File: src/rtl/multicycle_control.sv
`default_nettype none
// ============================================================================
//  Module      : multicycle_control
//  Description : Main control FSM for the multi-cycle MIPS CPU. It steps the
//                shared datapath (one memory port, one ALU and the
//                PC/IR/A/B/ALUOut/MDR registers) through 3-5 cycles per
//                instruction. Every datapath enable and mux select is a Moore
//                function of the current state. The exceptions are
//                illegal_op and instr_done in DECODE, which also depend on
//                the opcode. ALU funct decoding stays in the ALU-control
//                block, which this FSM steers through ALUOp.
//  Revision    : 1.0 - initial release
// ----------------------------------------------------------------------------
//  Ports
//    clk          in   1  clock, rising edge
//    rst          in   1  reset, asynchronous, active-high
//    Op           in   6  IR[31:26], valid from DECODE onward
//    PCWrite      out  1  unconditional PC load
//    PCWriteCond  out  1  PC load if ALU Zero (the datapath ANDs this with Zero)
//    IorD         out  1  memory address: 0=PC, 1=ALUOut
//    MemRead      out  1  memory read strobe
//    MemWrite     out  1  memory write strobe
//    MemtoReg     out  1  register write data: 0=ALUOut, 1=MDR
//    IRWrite      out  1  IR load
//    PCSource     out  2  00=ALU result, 01=ALUOut, 10=jump target
//    ALUOp        out  2  00=add, 01=sub, 10=use funct
//    ALUSrcA      out  1  0=PC, 1=A
//    ALUSrcB      out  2  00=B, 01=4, 10=signext imm, 11=signext imm<<2
//    RegWrite     out  1  register file write
//    RegDst       out  1  destination register: 0=rt, 1=rd
//    instr_done   out  1  1-cycle pulse in the last cycle of each instruction
//    illegal_op   out  1  1-cycle pulse in DECODE for an unrecognised Op
//    state        out  4  current state code (debug/verification)
// ============================================================================
module multicycle_control #(
  parameter logic [5:0] OP_RTYPE = 6'b000000,
  parameter logic [5:0] OP_LW    = 6'b100011,
  parameter logic [5:0] OP_SW    = 6'b101011,
  parameter logic [5:0] OP_BEQ   = 6'b000100,
  parameter logic [5:0] OP_J     = 6'b000010,
  parameter logic [5:0] OP_ADDI  = 6'b001000
) (
  input  logic       clk,
  input  logic       rst,
  input  logic [5:0] Op,
  output logic       PCWrite,
  output logic       PCWriteCond,
  output logic       IorD,
  output logic       MemRead,
  output logic       MemWrite,
  output logic       MemtoReg,
  output logic       IRWrite,
  output logic [1:0] PCSource,
  output logic [1:0] ALUOp,
  output logic       ALUSrcA,
  output logic [1:0] ALUSrcB,
  output logic       RegWrite,
  output logic       RegDst,
  output logic       instr_done,
  output logic       illegal_op,
  output logic [3:0] state
);

  // State codes are visible on the state port, so the values are fixed.
  typedef enum logic [3:0] {
    S_RESET    = 4'd0,
    S_FETCH    = 4'd1,
    S_DECODE   = 4'd2,
    S_MEMADDR  = 4'd3,
    S_MEMREAD  = 4'd4,
    S_MEMWB    = 4'd5,
    S_MEMWRITE = 4'd6,
    S_REXEC    = 4'd7,
    S_RWB      = 4'd8,
    S_BRANCH   = 4'd9,
    S_JUMP     = 4'd10,
    S_ADDIEXEC = 4'd11,
    S_ADDIWB   = 4'd12
  } state_t;

  state_t r_state;
  state_t w_next;

  // The opcode is decoded only in DECODE and MEMADDR, the two states that
  // branch on it.
  logic w_op_mem;
  logic w_op_known;

  assign w_op_mem   = (Op == OP_LW) || (Op == OP_SW);
  assign w_op_known = w_op_mem || (Op == OP_RTYPE) || (Op == OP_BEQ) ||
                      (Op == OP_J) || (Op == OP_ADDI);

  // --------------------------------------------------------------------------
  // State register. The reset is asynchronous, and every output is decoded
  // from r_state. As a result, asserting rst clears all strobes immediately
  // and drops any instruction in flight, with no partial writes.
  // --------------------------------------------------------------------------
  always_ff @(posedge clk or posedge rst) begin
    if (rst) begin
      r_state <= S_RESET;
    end else begin
      r_state <= w_next;
    end
  end

  // --------------------------------------------------------------------------
  // Next-state logic
  // --------------------------------------------------------------------------
  always_comb begin
    w_next = S_FETCH;
    case (r_state)
      S_RESET:    w_next = S_FETCH;
      S_FETCH:    w_next = S_DECODE;
      S_DECODE: begin
        if (w_op_mem)            w_next = S_MEMADDR;
        else if (Op == OP_RTYPE) w_next = S_REXEC;
        else if (Op == OP_BEQ)   w_next = S_BRANCH;
        else if (Op == OP_J)     w_next = S_JUMP;
        else if (Op == OP_ADDI)  w_next = S_ADDIEXEC;
        else                     w_next = S_FETCH;  // illegal: retire at once
      end
      // Only loads and stores reach MEMADDR. Any opcode other than a store
      // is therefore treated as a load.
      S_MEMADDR:  w_next = (Op == OP_SW) ? S_MEMWRITE : S_MEMREAD;
      S_MEMREAD:  w_next = S_MEMWB;
      S_REXEC:    w_next = S_RWB;
      S_ADDIEXEC: w_next = S_ADDIWB;
      S_MEMWB,
      S_MEMWRITE,
      S_RWB,
      S_BRANCH,
      S_JUMP,
      S_ADDIWB:   w_next = S_FETCH;
      default:    w_next = S_FETCH;  // unused codes 13-15 recover to FETCH
    endcase
  end

  // --------------------------------------------------------------------------
  // Output decode. Every output defaults to 0, so RESET and the unused codes
  // drive all-zero outputs without needing their own case items.
  // --------------------------------------------------------------------------
  always_comb begin
    PCWrite     = 1'b0;
    PCWriteCond = 1'b0;
    IorD        = 1'b0;
    MemRead     = 1'b0;
    MemWrite    = 1'b0;
    MemtoReg    = 1'b0;
    IRWrite     = 1'b0;
    PCSource    = 2'b00;
    ALUOp       = 2'b00;
    ALUSrcA     = 1'b0;
    ALUSrcB     = 2'b00;
    RegWrite    = 1'b0;
    RegDst      = 1'b0;
    instr_done  = 1'b0;
    illegal_op  = 1'b0;
    case (r_state)
      S_FETCH: begin
        // Read the instruction into IR and, on the same edge, load PC+4
        // (the ALU adds 4 to PC; PCSource=00 selects the ALU result).
        MemRead = 1'b1;
        IRWrite = 1'b1;
        ALUSrcB = 2'b01;
        PCWrite = 1'b1;
      end
      S_DECODE: begin
        // Compute the branch target ahead of time, so BRANCH can take it
        // straight from ALUOut.
        ALUSrcB = 2'b11;
        if (!w_op_known) begin
          illegal_op = 1'b1;
          instr_done = 1'b1;
        end
      end
      S_MEMADDR,
      S_ADDIEXEC: begin
        ALUSrcA = 1'b1;
        ALUSrcB = 2'b10;
      end
      S_MEMREAD: begin
        MemRead = 1'b1;
        IorD    = 1'b1;
      end
      S_MEMWRITE: begin
        MemWrite   = 1'b1;
        IorD       = 1'b1;
        instr_done = 1'b1;
      end
      S_MEMWB: begin
        MemtoReg   = 1'b1;
        RegWrite   = 1'b1;
        instr_done = 1'b1;
      end
      S_REXEC: begin
        ALUSrcA = 1'b1;
        ALUOp   = 2'b10;
      end
      S_RWB: begin
        RegDst     = 1'b1;
        RegWrite   = 1'b1;
        instr_done = 1'b1;
      end
      S_ADDIWB: begin
        // An overflowing result is still written back. The datapath raises
        // the overflow flag itself.
        RegWrite   = 1'b1;
        instr_done = 1'b1;
      end
      S_BRANCH: begin
        // Subtract A-B. The datapath gates PCWriteCond with Zero.
        ALUSrcA     = 1'b1;
        ALUOp       = 2'b01;
        PCWriteCond = 1'b1;
        PCSource    = 2'b01;
        instr_done  = 1'b1;
      end
      S_JUMP: begin
        PCWrite    = 1'b1;
        PCSource   = 2'b10;
        instr_done = 1'b1;
      end
      default: begin
      end
    endcase
  end

  assign state = r_state;

endmodule
`default_nettype wire

File: config.mk
export PLATFORM = sky130hd
export DESIGN_NAME = multicycle_control
export DESIGN_NICKNAME = d
export VERILOG_FILES = /design/src/rtl/multicycle_control.sv
export SDC_FILE = /design/constraint.sdc
export NUM_CORES = 1
export LEC_CHECK = 0
export ABC_CLOCK_PERIOD_IN_PS = 1200
export CORE_AREA = 2 2 43 45
export DETAILED_ROUTE_END_ITERATION = 12
export DIE_AREA = 0 0 45 47
export GPL_ROUTABILITY_DRIVEN = 0
export HOLD_SLACK_MARGIN = 0.03
export PLACE_DENSITY = 0.75
export SYNTH_ARGS = -nofsm -noshare
export SYNTH_HDL_FRONTEND = slang
export SYNTH_SLANG_ARGS = --single-unit
File: constraint.sdc
create_clock -name clk -period 1.2 [get_ports clk]
set_input_delay 0.18 -clock clk [delete_from_list [all_inputs] [get_ports clk]]
set_output_delay 0.18 -clock clk [all_outputs]
set_load 0.03 [all_outputs]
==> results of run 1 <==
## metrics by stage
step | hold WS [ns] | instances
after floorplan | -0.0539 | 71
after global placement | 0.366 | 134
after detailed placement | 0.377 | 134
after CTS | 0.124 | 150
after global routing | 0.139 | 156
final | 0.112 | 156
## synthesized netlist by cell type, drive strengths merged (2+ instances only)
cell,instances,area [µm²]
nor2b,2,12.5
nand2,3,11.3
a31oi,3,18.8
buf,5,26.3
or4,3,22.5
a21oi,4,20.0
nor2,15,56.3
o21ai,2,10.0
o21a,2,15.0
inv,2,7.51
dfrtp,4,100
nor3,4,20.0
nand2b,4,25.0
## area by class of cell
type / instances / area, µm²
inverter: 2 / 12.5
fill: 79 / 173
timing repair buffer: 71 / 699
clock buffer: 3 / 22.5
tap: 17 / 21.3
sequential: 4 / 105
multi-input combinational: 59 / 618
## metal layers
layer / GRT usage (%) / routed length (µm) / vias up
li1: - / - / 401
met4: 7.65 / 27 / 0
met5: 0 / 0 / -
met2: 49.7 / 1740 / 40
met3: 2.69 / 116 / 5
met1: 29.1 / 1160 / 424
## where the power goes
group	internal (W)	switching (W)
registers	0.000196	0.000127
clock network	0.000113	0.0000770
logic	0.00176	0.00177
total	0.00207	0.00198
## how the worst max path moves through the flow
stage	from	end	slack (ns)	depth (start not counted)
floorplan	state[3]	state[3]	-0.23	3
global placement	Op[2]	instr_done	-1.03	6
detailed placement	Op[2]	instr_done	-1.06	6
CTS	state[3]	ALUSrcA	-0.34	5
global route	state[2]	RegWrite	-0.41	5
finish	state[2]	ALUSrcA	-0.40	5
## layout by cell type (no fill, tap or decap), drive strengths merged, types with 2 or more instances in the layout
cell type	Yosys	layout
inv	2	2
clkdlybuf4s50	0	2
clkbuf	1	4
nor2	15	15
or4	3	3
buf	5	67
nand2	3	3
dfrtp	4	4
a21oi	4	4
nor2b	2	2
o21ai	2	2
a31oi	3	3
nor3	4	4
nand2b	4	4
o21a	2	2
## cell families after synthesis
group	count (synthesis)	share of synthesized area (%)
flip-flops	4	20.5
XOR/XNOR	2	3.58
AO/OA/AOI/OAI	21	30.7
AND/OR/NAND/NOR	36	37.6
buffers and inverters	8	7.67
## what timing repair did
action / 4_1_cts / 5_1_grt
gates cloned: 1 / 0
gates resized for setup: 77 / 16
setup buffers: 12 / 7
endpoints found under the hold margin: 0 / 0
pin swaps: 12 / 9
endpoints found under the setup margin: 26 / 25
==> impl_metrics.env, run 1 <==
export IMPL_setup_ws_ns=-0.397
export IMPL_pre_cts_ws_ns=-1.06
export IMPL_critPathTopFamily="flip-flops"
export IMPL_max_freq_ghz=0.626
export IMPL_io_pins=30
export IMPL_clk_pin_slew_ns=0.05
export IMPL_synth_seq_cells=4
export IMPL_r2r_start="state[2]"
export IMPL_critPathRequiredTime_ns=1.02
export IMPL_hold_path_class="primary input to async pin"
export IMPL_layout_min_cycle_time_ns=1.60
export IMPL_p_per_area_mw_per_mm2=2740
export IMPL_vias_per_cell=5.58
export IMPL_drtAntennaViolNets=0
export IMPL_numPortBuffers=29
export IMPL_grt_pass1_vias=845
export IMPL_grt_first_pass_wirelength_um=3830
export IMPL_synth_async_reset_ratio_pct=100
export IMPL_fin_crit_sh_pct=133
export IMPL_slowest_delay_ns=0.46
export IMPL_worstPathArrival_ns=1.42
export IMPL_finalMaxSlewViolations=0
export IMPL_final_area_mm2=0.00148
export IMPL_worst_path_buf_inv=3
export IMPL_grt_use_total_pct=25.5
export IMPL_tns_ns=-7.14
export IMPL_final_nets=149
export IMPL_outcome="finished, violations left"
export IMPL_ys_flop_type="dfrtp_1"
export IMPL_synth_area_um2=489
export IMPL_violations="negative setup slack"
export IMPL_dpl_cell_area_mm2=0.00103
export IMPL_die_h_um=47
export IMPL_worstPathMaxFanout=5
export IMPL_r2r_worst_path_cells=4
export IMPL_p_total_w=0.00405
export IMPL_synth_edff_count=0
export IMPL_num_rows=15
export IMPL_rsz0062_at_grt="true"
export IMPL_die_area_mm2=0.00212
export IMPL_drt_pass1_iterations=4
export IMPL_finalSetupViolations=25
export IMPL_initial_core_util_pct=29.6
export IMPL_synth_cell_types=33
export IMPL_drive_above_1_share_pct=81.3
export IMPL_ir_drop_v=0.00215
export IMPL_slew_headroom_pct=61.2
export IMPL_cts_tree="done"
export IMPL_coreArea_mm2=0.00165
export IMPL_avgSynthCellArea_um2=6.89
export IMPL_endpoint_kind="output port"
export IMPL_grt_max_degree=11
export IMPL_h_tree_depth=1
export IMPL_synth_warnings=0
export IMPL_hpwl_um=1430
export IMPL_syn_nets=79
export IMPL_fin_skew_ns=0.0114
export IMPL_cts_sinks=4
export IMPL_antenna_found_initial=0
export IMPL_tightest_slew_ns=0.578
export IMPL_drc=0
export IMPL_diodes=0
export IMPL_cpMaxStageDelayCell="dfrtp_2"
export IMPL_syn_inst=71
export IMPL_hold_buffers=0
export IMPL_ctsLongestPathBuffers=2
export IMPL_avgRoutedWirePerCell_um=19.5
export IMPL_clock_latency_ns=0.25
export IMPL_die_width_um=45
export IMPL_drtIter0Drc=21
export IMPL_hold_viol_final=0
export IMPL_syn2layout_area_growth_pct=202
export IMPL_cap_violations=0
export IMPL_regToRegEndpoint="state[3]"
export IMPL_critPathLaunchType="register"
export IMPL_num_vias=870
export IMPL_crit_type="register to output port"
export IMPL_ys_seq_area_share_pct=20.5
export IMPL_final_core_util_pct=89.5
export IMPL_path_common_cell="buf_6"
export IMPL_reg2reg_slack_ns=-0.37
export IMPL_path_cells="buf_6, buf_4, a21boi_2, o21a_2, buf_6"
export IMPL_largest_reg_flops=4
export IMPL_overflow=0
export IMPL_cts_root_buf="clkbuf_4"
export IMPL_cts_buffers=3
export IMPL_leakage_nw=0.632
export IMPL_drt_total_wl_um=3040
(Power assumes the default switching activity.)
==> run 2, diff against run 1 <==
--- a/config.mk
+++ b/config.mk
@@ -6,6 +6,7 @@
 export NUM_CORES = 1
 export LEC_CHECK = 0
 export ABC_CLOCK_PERIOD_IN_PS = 1200
+export CAP_MARGIN = 15
 export CORE_AREA = 2 2 43 45
 export DETAILED_ROUTE_END_ITERATION = 12
 export DIE_AREA = 0 0 45 47
==> results of run 2 <==
Same layout as run 1: the final DEF is identical, and so are final timing and power.
